===== src/rtl/switch_debouncer.sv =====
// Two-flop synchronizer plus independent per-bit debounce FSMs for the board slide switches.
// Outputs are registered; change pulses are held off until the first post-reset window has elapsed.
//
// state       | meaning
// ------------+-------------------------------------------------------------
// ST_STABLE   | synchronized sample matches sw_stable, counter idle at 0
// ST_COUNTING | sample differs from sw_stable, counter tracks the run length
module switch_debouncer #(
    parameter int WIDTH           = 8,
    parameter int DEBOUNCE_CYCLES = 500000,
    parameter int CNT_W           = $clog2(DEBOUNCE_CYCLES + 3)
) (
    input  logic             clk_clk,
    input  logic             reset_reset,
    input  logic [WIDTH-1:0] sw_raw,
    output logic [WIDTH-1:0] sw_stable,
    output logic [WIDTH-1:0] sw_changed,
    output logic             any_change,
    output logic             sw_valid
);

    localparam logic [CNT_W-1:0] CNT_LAST   = CNT_W'(DEBOUNCE_CYCLES - 1);
    localparam logic [CNT_W-1:0] VALID_LAST = CNT_W'(DEBOUNCE_CYCLES + 1);

    typedef enum logic {
        ST_STABLE   = 1'b0,
        ST_COUNTING = 1'b1
    } deb_state_t;

    logic [WIDTH-1:0] sync1;
    logic [WIDTH-1:0] sync2;
    logic [WIDTH-1:0] accept;
    logic [CNT_W-1:0] valid_cnt;

    always_ff @(posedge clk_clk or posedge reset_reset) begin
        if (reset_reset) begin
            sync1 <= '0;
            sync2 <= '0;
        end else begin
            sync1 <= sw_raw;
            sync2 <= sync1;
        end
    end

    for (genvar i = 0; i < WIDTH; i++) begin : g_bit
        deb_state_t       state;
        logic [CNT_W-1:0] cnt;
        logic             stable_q;

        // Final differing sample of a full window: the level is taken on this edge.
        assign accept[i]    = (state == ST_COUNTING) && (sync2[i] != stable_q) && (cnt == CNT_LAST);
        assign sw_stable[i] = stable_q;

        always_ff @(posedge clk_clk or posedge reset_reset) begin
            if (reset_reset) begin
                state    <= ST_STABLE;
                cnt      <= '0;
                stable_q <= 1'b0;
            end else begin
                case (state)
                    ST_STABLE: begin
                        if (sync2[i] != stable_q) begin
                            state <= ST_COUNTING;
                            cnt   <= CNT_W'(1);
                        end
                    end
                    ST_COUNTING: begin
                        if (sync2[i] == stable_q) begin
                            state <= ST_STABLE;
                            cnt   <= '0;
                        end else if (cnt == CNT_LAST) begin
                            stable_q <= sync2[i];
                            state    <= ST_STABLE;
                            cnt      <= '0;
                        end else begin
                            cnt <= cnt + CNT_W'(1);
                        end
                    end
                    default: begin
                        state <= ST_STABLE;
                        cnt   <= '0;
                    end
                endcase
            end
        end
    end

    // Valid timer lands on the same edge as the earliest acceptance of a level present at release.
    always_ff @(posedge clk_clk or posedge reset_reset) begin
        if (reset_reset) begin
            valid_cnt <= '0;
            sw_valid  <= 1'b0;
        end else if (!sw_valid) begin
            valid_cnt <= valid_cnt + CNT_W'(1);
            if (valid_cnt == VALID_LAST) begin
                sw_valid <= 1'b1;
            end
        end
    end

    always_ff @(posedge clk_clk or posedge reset_reset) begin
        if (reset_reset) begin
            sw_changed <= '0;
            any_change <= 1'b0;
        end else begin
            sw_changed <= sw_valid ? accept : '0;
            any_change <= sw_valid && (|accept);
        end
    end

endmodule

===== config.mk =====
export PLATFORM = sky130hd
export DESIGN_NAME = switch_debouncer
export DESIGN_NICKNAME = d
export VERILOG_FILES = /design/src/rtl/switch_debouncer.sv
export SDC_FILE = /design/constraint.sdc
export NUM_CORES = 1
export LEC_CHECK = 0
export CAP_MARGIN = 20
export CORE_UTILIZATION = 35
export CTS_BUF_LIST = sky130_fd_sc_hd__clkbuf_2 sky130_fd_sc_hd__clkbuf_4 sky130_fd_sc_hd__clkbuf_8
export DETAILED_ROUTE_END_ITERATION = 8
export SYNTH_ARGS = -nofsm -noshare
export SYNTH_HDL_FRONTEND = slang
export SYNTH_SLANG_ARGS = --single-unit

===== constraint.sdc =====
create_clock -name clk_clk -period 6.1 [get_ports clk_clk]
set_clock_uncertainty 0.15 [all_clocks]
set_input_delay 0.61 -clock clk_clk [delete_from_list [all_inputs] [get_ports clk_clk]]
set_output_delay 0.61 -clock clk_clk [all_outputs]
set_load 0.02 [all_outputs]

==> results.txt <==
CTS-repair resized insts: 0
Io pins: 28
Tot GR Track Use: 15.4%
# nets final: 1206
R2R Setup Slk: 3.50 ns
Postcts setup bufs: 0
GRT overflow: 0
Clock sinks: 213
Largest delay contributor family on the critical path: compound AO/OA/AOI/OAI gates
Worst slew margin: 32.6%
Worst min-delay path class: flop to flop
CP Capture Type: flop
CTS tree: built
Async S/R FF share, synth: 100%
Syn nets: 1181
Rows: 64
Synth area leader: dfrtp_1
Least-Margin Pin Slew: 1.01 ns
Core area: 30700 um^2
Synth Register Bits: 213
H-tree Lvls: 2
Setup TNS: 0 ns
Seq/Total Area, Yosys: 48.8%
Final Hold Fails: 0
Power per Cell Area: 255 nW/um^2
Starting density of the core: 35.6%
Crit path DAT: 2.88 ns
Critical-path top delay cell: o31a_1
CTS max path bufs: 3
Period minus WS final: 2.60 ns
CP bufs+invs: 0
DIE AREA: 31900 um^2
Hold WS: 0.196 ns
Antenna Diode Count: 0
RSZ-0062 raised after global routing: no
Routed len/inst: 14.8 um
GR Util met3: 2.69%
Max Clock Freq: 384 MHz
DRC: 0
Synth unique cells: 63
Cell Area, Synth: 10900 um^2
CTS Hold Bufs: 0
Chip Height: 179 um
Leak Pwr: 5.10 nW
Max-cap violations: 0
DP HPWL: 15600 um
Vias in the first global route: 8355
CP peak stage delay: 0.83 ns
Detailed Route Iter0 Violations: 759
Gp weighted congestion: 0.808
Final wirelength: 23900 um
Synthesized area per cell: 9.41 um^2
Clk_lat worst skew: 0.54 ns
Fin. max-slew vios: 0
Yosys top cell area share: 48.8%
Status: finished, final reports clean
Via/cell ratio: 5.51
CP Cell Sequence: xor2_1, and2_1, o31a_1, nand2_1, o31ai_1
Final period util: 42.7%
Clock root buffer: clkbuf_8
Area Overhead vs Synth: 13.9%
Max VDD drop: 0.134 mV
Met2 Resource Use GR: 24.1%
Warnings from Yosys: 0
Antenna Nets Post-Route: 0
Initial antenna violation count: 0
Ys flop type: dfrtp_1
Largest net degree at the start of global routing: 114
CTS Buf Count: 40
Critical path class: flop to flop
Most crowded layer after global routing: met2
Drt first pass iters: 5
Chip width: 179 um
Finish-stage setup viols: 0
CP Max Fanout: 28
Startpoint types: flop
Req. time, crit path: 6.38 ns
Number of I/O port buffers: 27
Top-count cell post-synth: dfrtp_1
Share of cells above drive strength 1: 8.72%
Post-synthesis instance total: 1161
Top cells by area, synth: dfrtp_1 (49%), nand2_1 (4.6%), nand3_1 (4.4%)
Clock slew at reported path FFs: 0.06 ns
Via count: 8884
Met1 GRT Util: 21.4%
# fillers: 3023
Global-route wire length before repair: 40500 um
List of most frequent post-synthesis cells: dfrtp_1 (213), nand2_1 (135), nand3_1 (95)
EDFF count, synth: 0
[placed cells by master (no fill, tap or decap), types with 8 or more instances in the layout]
cell type,synthesis,final
or3_1,13,13
nand2_1,135,135
clkdlybuf4s50_1,0,27
a21oi_1,71,69
nand4_1,39,39
clkbuf_8,0,50
nor2_1,56,56
clkbuf_4,0,11
dfrtp_1,213,213
o31ai_1,10,10
xnor2_1,18,18
ha_1,10,10
mux2i_1,17,17
and4_1,10,10
nand2b_1,21,21
mux2_2,8,8
o21ai_0,57,57
a22o_1,15,15
and2_1,18,18
nor4_1,25,25
a31oi_1,67,67
nand3_1,95,95
a21o_1,22,22
inv_1,21,20
and3_1,25,25
xor2_1,19,19
nor3_1,29,29
a41oi_1,12,12
nor4b_1,8,8
[layer usage]
metal	routed length, um	part of all wire [%]
met2	10800	45
met1	11700	49
met3	930	3.9
met5	0	0
met4	524	2.2
[final cells by class]
cell class,count,area [um^2],area share (%)
timing repair buffer,33,348,2.80
sequential,213,5330,42.8
multi-input combinational,876,5280,42.4
clock inverter,11,135,1.09
tap,396,495,3.98
clock buffer,61,771,6.19
inverter,22,86.3,0.694
[flip-flops by register name, summed over array words and instances, names as in the netlist]
| register | count |
|---|---|
| g_bit.cnt | 152 |
| sw_valid | 1 |
| g_bit.stable_q | 8 |
| g_bit.state | 8 |
| any_change | 1 |
| sync1 | 8 |
| valid_cnt | 19 |
| sw_changed | 8 |
| sync2 | 8 |
[worst paths after layout]
| path | from | endpoint | cells past startpoint |
|---|---|---|---|
| max | g_bit[7].stable_q$_DFFE_PP0P_ | g_bit[7].cnt[13]$_DFFE_PP0P_ | 5 |
| min | sync1[1]$_DFF_PP0_ | sync2[1]$_DFF_PP0_ | 0 |
| max reg2reg | g_bit[7].stable_q$_DFFE_PP0P_ | g_bit[7].cnt[13]$_DFFE_PP0P_ | 5 |
| min reg2reg | sync1[1]$_DFF_PP0_ | sync2[1]$_DFF_PP0_ | 0 |
| max in group asynchronous | reset_reset | g_bit[3].cnt[18]$_DFFE_PP0P_ | 4 |
| min in group asynchronous | reset_reset | g_bit[0].cnt[8]$_DFFE_PP0P_ | 2 |
[stage by stage]
stage          area, um^2  std cells  setup WS (ns)  total power, W  utilization (%)
5_1_grt             12400       1612           3.19         0.00332             40.6
6_report            12400       1612           3.50         0.00318             40.6
3_3_place_gp        11500       1538           3.38         0.00166             37.5
3_5_place_dp        11500       1538           3.34         0.00166             37.5
4_1_cts             12400       1610           3.51         0.00324             40.5
2_1_floorplan       10900       1161           2.57         0.00162                -
[power by group]
group | leakage (nW) | internal, W | switching, W
logic | 1.74 | 0.0000553 | 0.000109
clock network | 0.476 | 0.000934 | 0.000605
registers | 2.88 | 0.00144 | 0.0000331
[cells by family after synthesis]
group,share of synthesized area (%)
AO/OA/AOI/OAI,17.1
XOR/XNOR,2.97
adder cells (fa/ha/maj),1.14
buffers and inverters,3.00
flip-flops,48.8
multiplexers,2.38
AND/OR/NAND/NOR,24.6
Note: power is estimated with default switching activity, not from simulation.
==> patch: new RTL, config.mk and constraints unchanged <==
Register the output `sw_stable` once more, with the module's reset; this adds one clock of latency there. The other outputs are not delayed to match.
--- a/src/rtl/switch_debouncer.sv
+++ b/src/rtl/switch_debouncer.sv
@@ -27,6 +27,8 @@
         ST_COUNTING = 1'b1
     } deb_state_t;
 
+    logic [WIDTH-1:0] sw_stable_d;
+
     logic [WIDTH-1:0] sync1;
     logic [WIDTH-1:0] sync2;
     logic [WIDTH-1:0] accept;
@@ -49,7 +51,7 @@
 
         // Final differing sample of a full window: the level is taken on this edge.
         assign accept[i]    = (state == ST_COUNTING) && (sync2[i] != stable_q) && (cnt == CNT_LAST);
-        assign sw_stable[i] = stable_q;
+        assign sw_stable_d[i] = stable_q;
 
         always_ff @(posedge clk_clk or posedge reset_reset) begin
             if (reset_reset) begin
@@ -108,4 +110,12 @@
         end
     end
 
+    always_ff @(posedge clk_clk or posedge reset_reset) begin
+        if (reset_reset) begin
+            sw_stable <= '0;
+        end else begin
+            sw_stable <= sw_stable_d;
+        end
+    end
+
 endmodule
Function: no difference found for any inputs over 10 cycles, from zero or initial values and one cycle with reset_reset high; that may be too few to reach the edited logic, so the function may still have changed.
==> patch against the unedited design <==
Worst setup slack got worse by 0.19 ns; area after synthesis rose by 1.6%; sequential cell count rose by 8; sequential share of layout area rose by 1.1 points; worst hold slack got worse by 0.013 ns; cell area rose by 1.2%; power fell by 0.17%; wire length fell by 0.69%; critical path type unchanged; largest power group is now sequential cells; highest routed layer unchanged.
==> patch: results <==
group,metric,value,unit
outcome,status,"finished, final reports clean",
timing,fin_ws,3.30,ns
finish,drive_gt1_share,8.16,%
synthesis,synth-adder-area-share,1.13,%
clocking,cts-root-buf,"clkbuf_8",
synthesis,asyncSetResetFlopFracSynth,100,%
worst_setup_path,critical_path_arrival,3.06,ns
finish,num_antenna_cells,0,
global_routing,overflow,0,
worst_hold_path,min_path_type,"reg2reg",
timing,tightestPinTransition,0.953,ns
synthesis,synth.distinct_cells,60,
global_routing,grt_pass1_wl,40.9,mm
placed_design,dp_cells,1549,
clocking,htree_levels,2,
synthesis,synthMuxAreaShare,2.07,%
clocking,cts_max_path_buffers,3,
pwr,power.leakage,5.30,nW
global_routing,grt_pass1_vias,8315,
worst_setup_path,critPathSlowestCell,"or4_4",
placed_design,place.gp.congestion,0.821,
synthesis,synth_compound_area_share,17.8,%
placed_design,hpwl,15.4,mm
synthesis,ys_seq_area_share,49.8,%
clocking,insertion_delay,0.54,ns
placed_design,post_dp_cell_area,11700,µm²
synthesis,synthTopCellsByArea,"dfrtp_1 (50%), nand2_1 (4.7%), a31oi_1 (4.6%), nand3_1 (3.5%), a21oi_1 (3.1%)",
finish,top_regs,"g_bit.cnt (152), valid_cnt (19)",
synthesis,ys_top_cells_by_count,"dfrtp_1 (221), nand2_1 (138), a31oi_1 (82)",
finish,finalNetCount,1216,
finish,stdcell_count,1621,
clocking,cts_buffers,39,
routing,post_drt_wl_per_cell,14.7,µm
clocking,clkSlewWorstSetupHoldPaths,0.06,ns
worst_hold_path,min_path_cells,0,
worst_setup_path,max_stage_delay,0.56,ns
routing,firstDrtPassIters,5,
global_routing,grt.total_usage,14.9,%
global_routing,grt_max_degree,171,
routing,viasPerCell,5.52,
pwr,vdd_drop_max,148,µV
placed_design,place_ws,3.18,ns
synthesis,synthXorXnorAreaFrac,3.08,%
routing,drtIter0Drc,563,
synthesis,yosysWarnings,0,
worst_setup_path,reg2reg_depth,5,
placed_design,portBuffers,27,
worst_setup_path,cp_max_fo,27,
global_routing,antenna_found_initial,0,
synthesis,syn_avg_cell_area,9.51,µm²
==> patch: cell count changes after synthesis, sizes merged, moves of 9 or more <==
cell | unedited run | this run
nand3 | 95 | 78
a31oi | 67 | 82
and3 | 25 | 39
nand4 | 39 | 25
a22o | 15 | 28
a21o | 22 | 12
o21ai | 57 | 66
==> patch: critical path, delay by kind of cell (launching register included) <==
| kind | cells | cell delay (ns) |
|---|---|---|
| AND/OR/NAND/NOR | 3 | 1.38 |
| flip-flops | 1 | 0.42 |
| AO/OA/AOI/OAI | 2 | 0.73 |
==> patch: layout make-up <==
type | count | area [µm²]
fillers | 3068 | 18300
flip-flops and latches | 221 | 5530
multi-input cells | 881 | 5310
clock buffers | 60 | 744
well taps | 396 | 495
repair buffers | 33 | 335
clock inverters | 10 | 106
inverters | 20 | 78.8
==> patch: cell families (layout without fill, tap and decap cells) <==
kind of cell             count (synthesis)  in the layout
AND/OR/NAND/NOR                        499            499
AO/OA/AOI/OAI                          311            311
flip-flops                             221            221
buffers and inverters                   65            123
XOR/XNOR                                39             39
multiplexers                            22             22
adder cells (fa/ha/maj)                 10             10
==> patch: metrics by stage <==
step	hold WS, ns	total power [mW]
floorplan	0.181	1.68
global placement	0.184	1.73
detailed placement	0.187	1.73
CTS	0.179	3.23
global route	0.195	3.33
finish	0.183	3.17
==> patch: final timing paths <==
check	from	end	slack (ns)
setup / recovery	g_bit[2].cnt[9]$_DFFE_PP0P_	g_bit[2].cnt[13]$_DFFE_PP0P_	3.30
hold / removal	sync1[1]$_DFF_PP0_	sync2[1]$_DFF_PP0_	0.18
setup reg to reg	g_bit[2].cnt[9]$_DFFE_PP0P_	g_bit[2].cnt[13]$_DFFE_PP0P_	3.30
hold reg to reg	sync1[1]$_DFF_PP0_	sync2[1]$_DFF_PP0_	0.18
max in group asynchronous	reset_reset	g_bit[5].stable_q$_DFFE_PP0P_	4.11
min in group asynchronous	reset_reset	g_bit[6].cnt[18]$_DFFE_PP0P_	0.51
==> patch: power by group <==
group / total [mW] / internal [mW] / switching (mW)
Combinational: 0.166 / 0.0566 / 0.109
Clock: 1.47 / 0.865 / 0.604
Sequential: 1.54 / 1.50 / 0.0392
==> patch: metal layers <==
metal,vias to the layer above,global-route usage (%),wire length [µm]
met5,-,0,0
met4,0,4.92,434
met3,36,2.55,986
met2,131,23.2,10600
met1,4330,21.0,11700
li1,4447,-,-
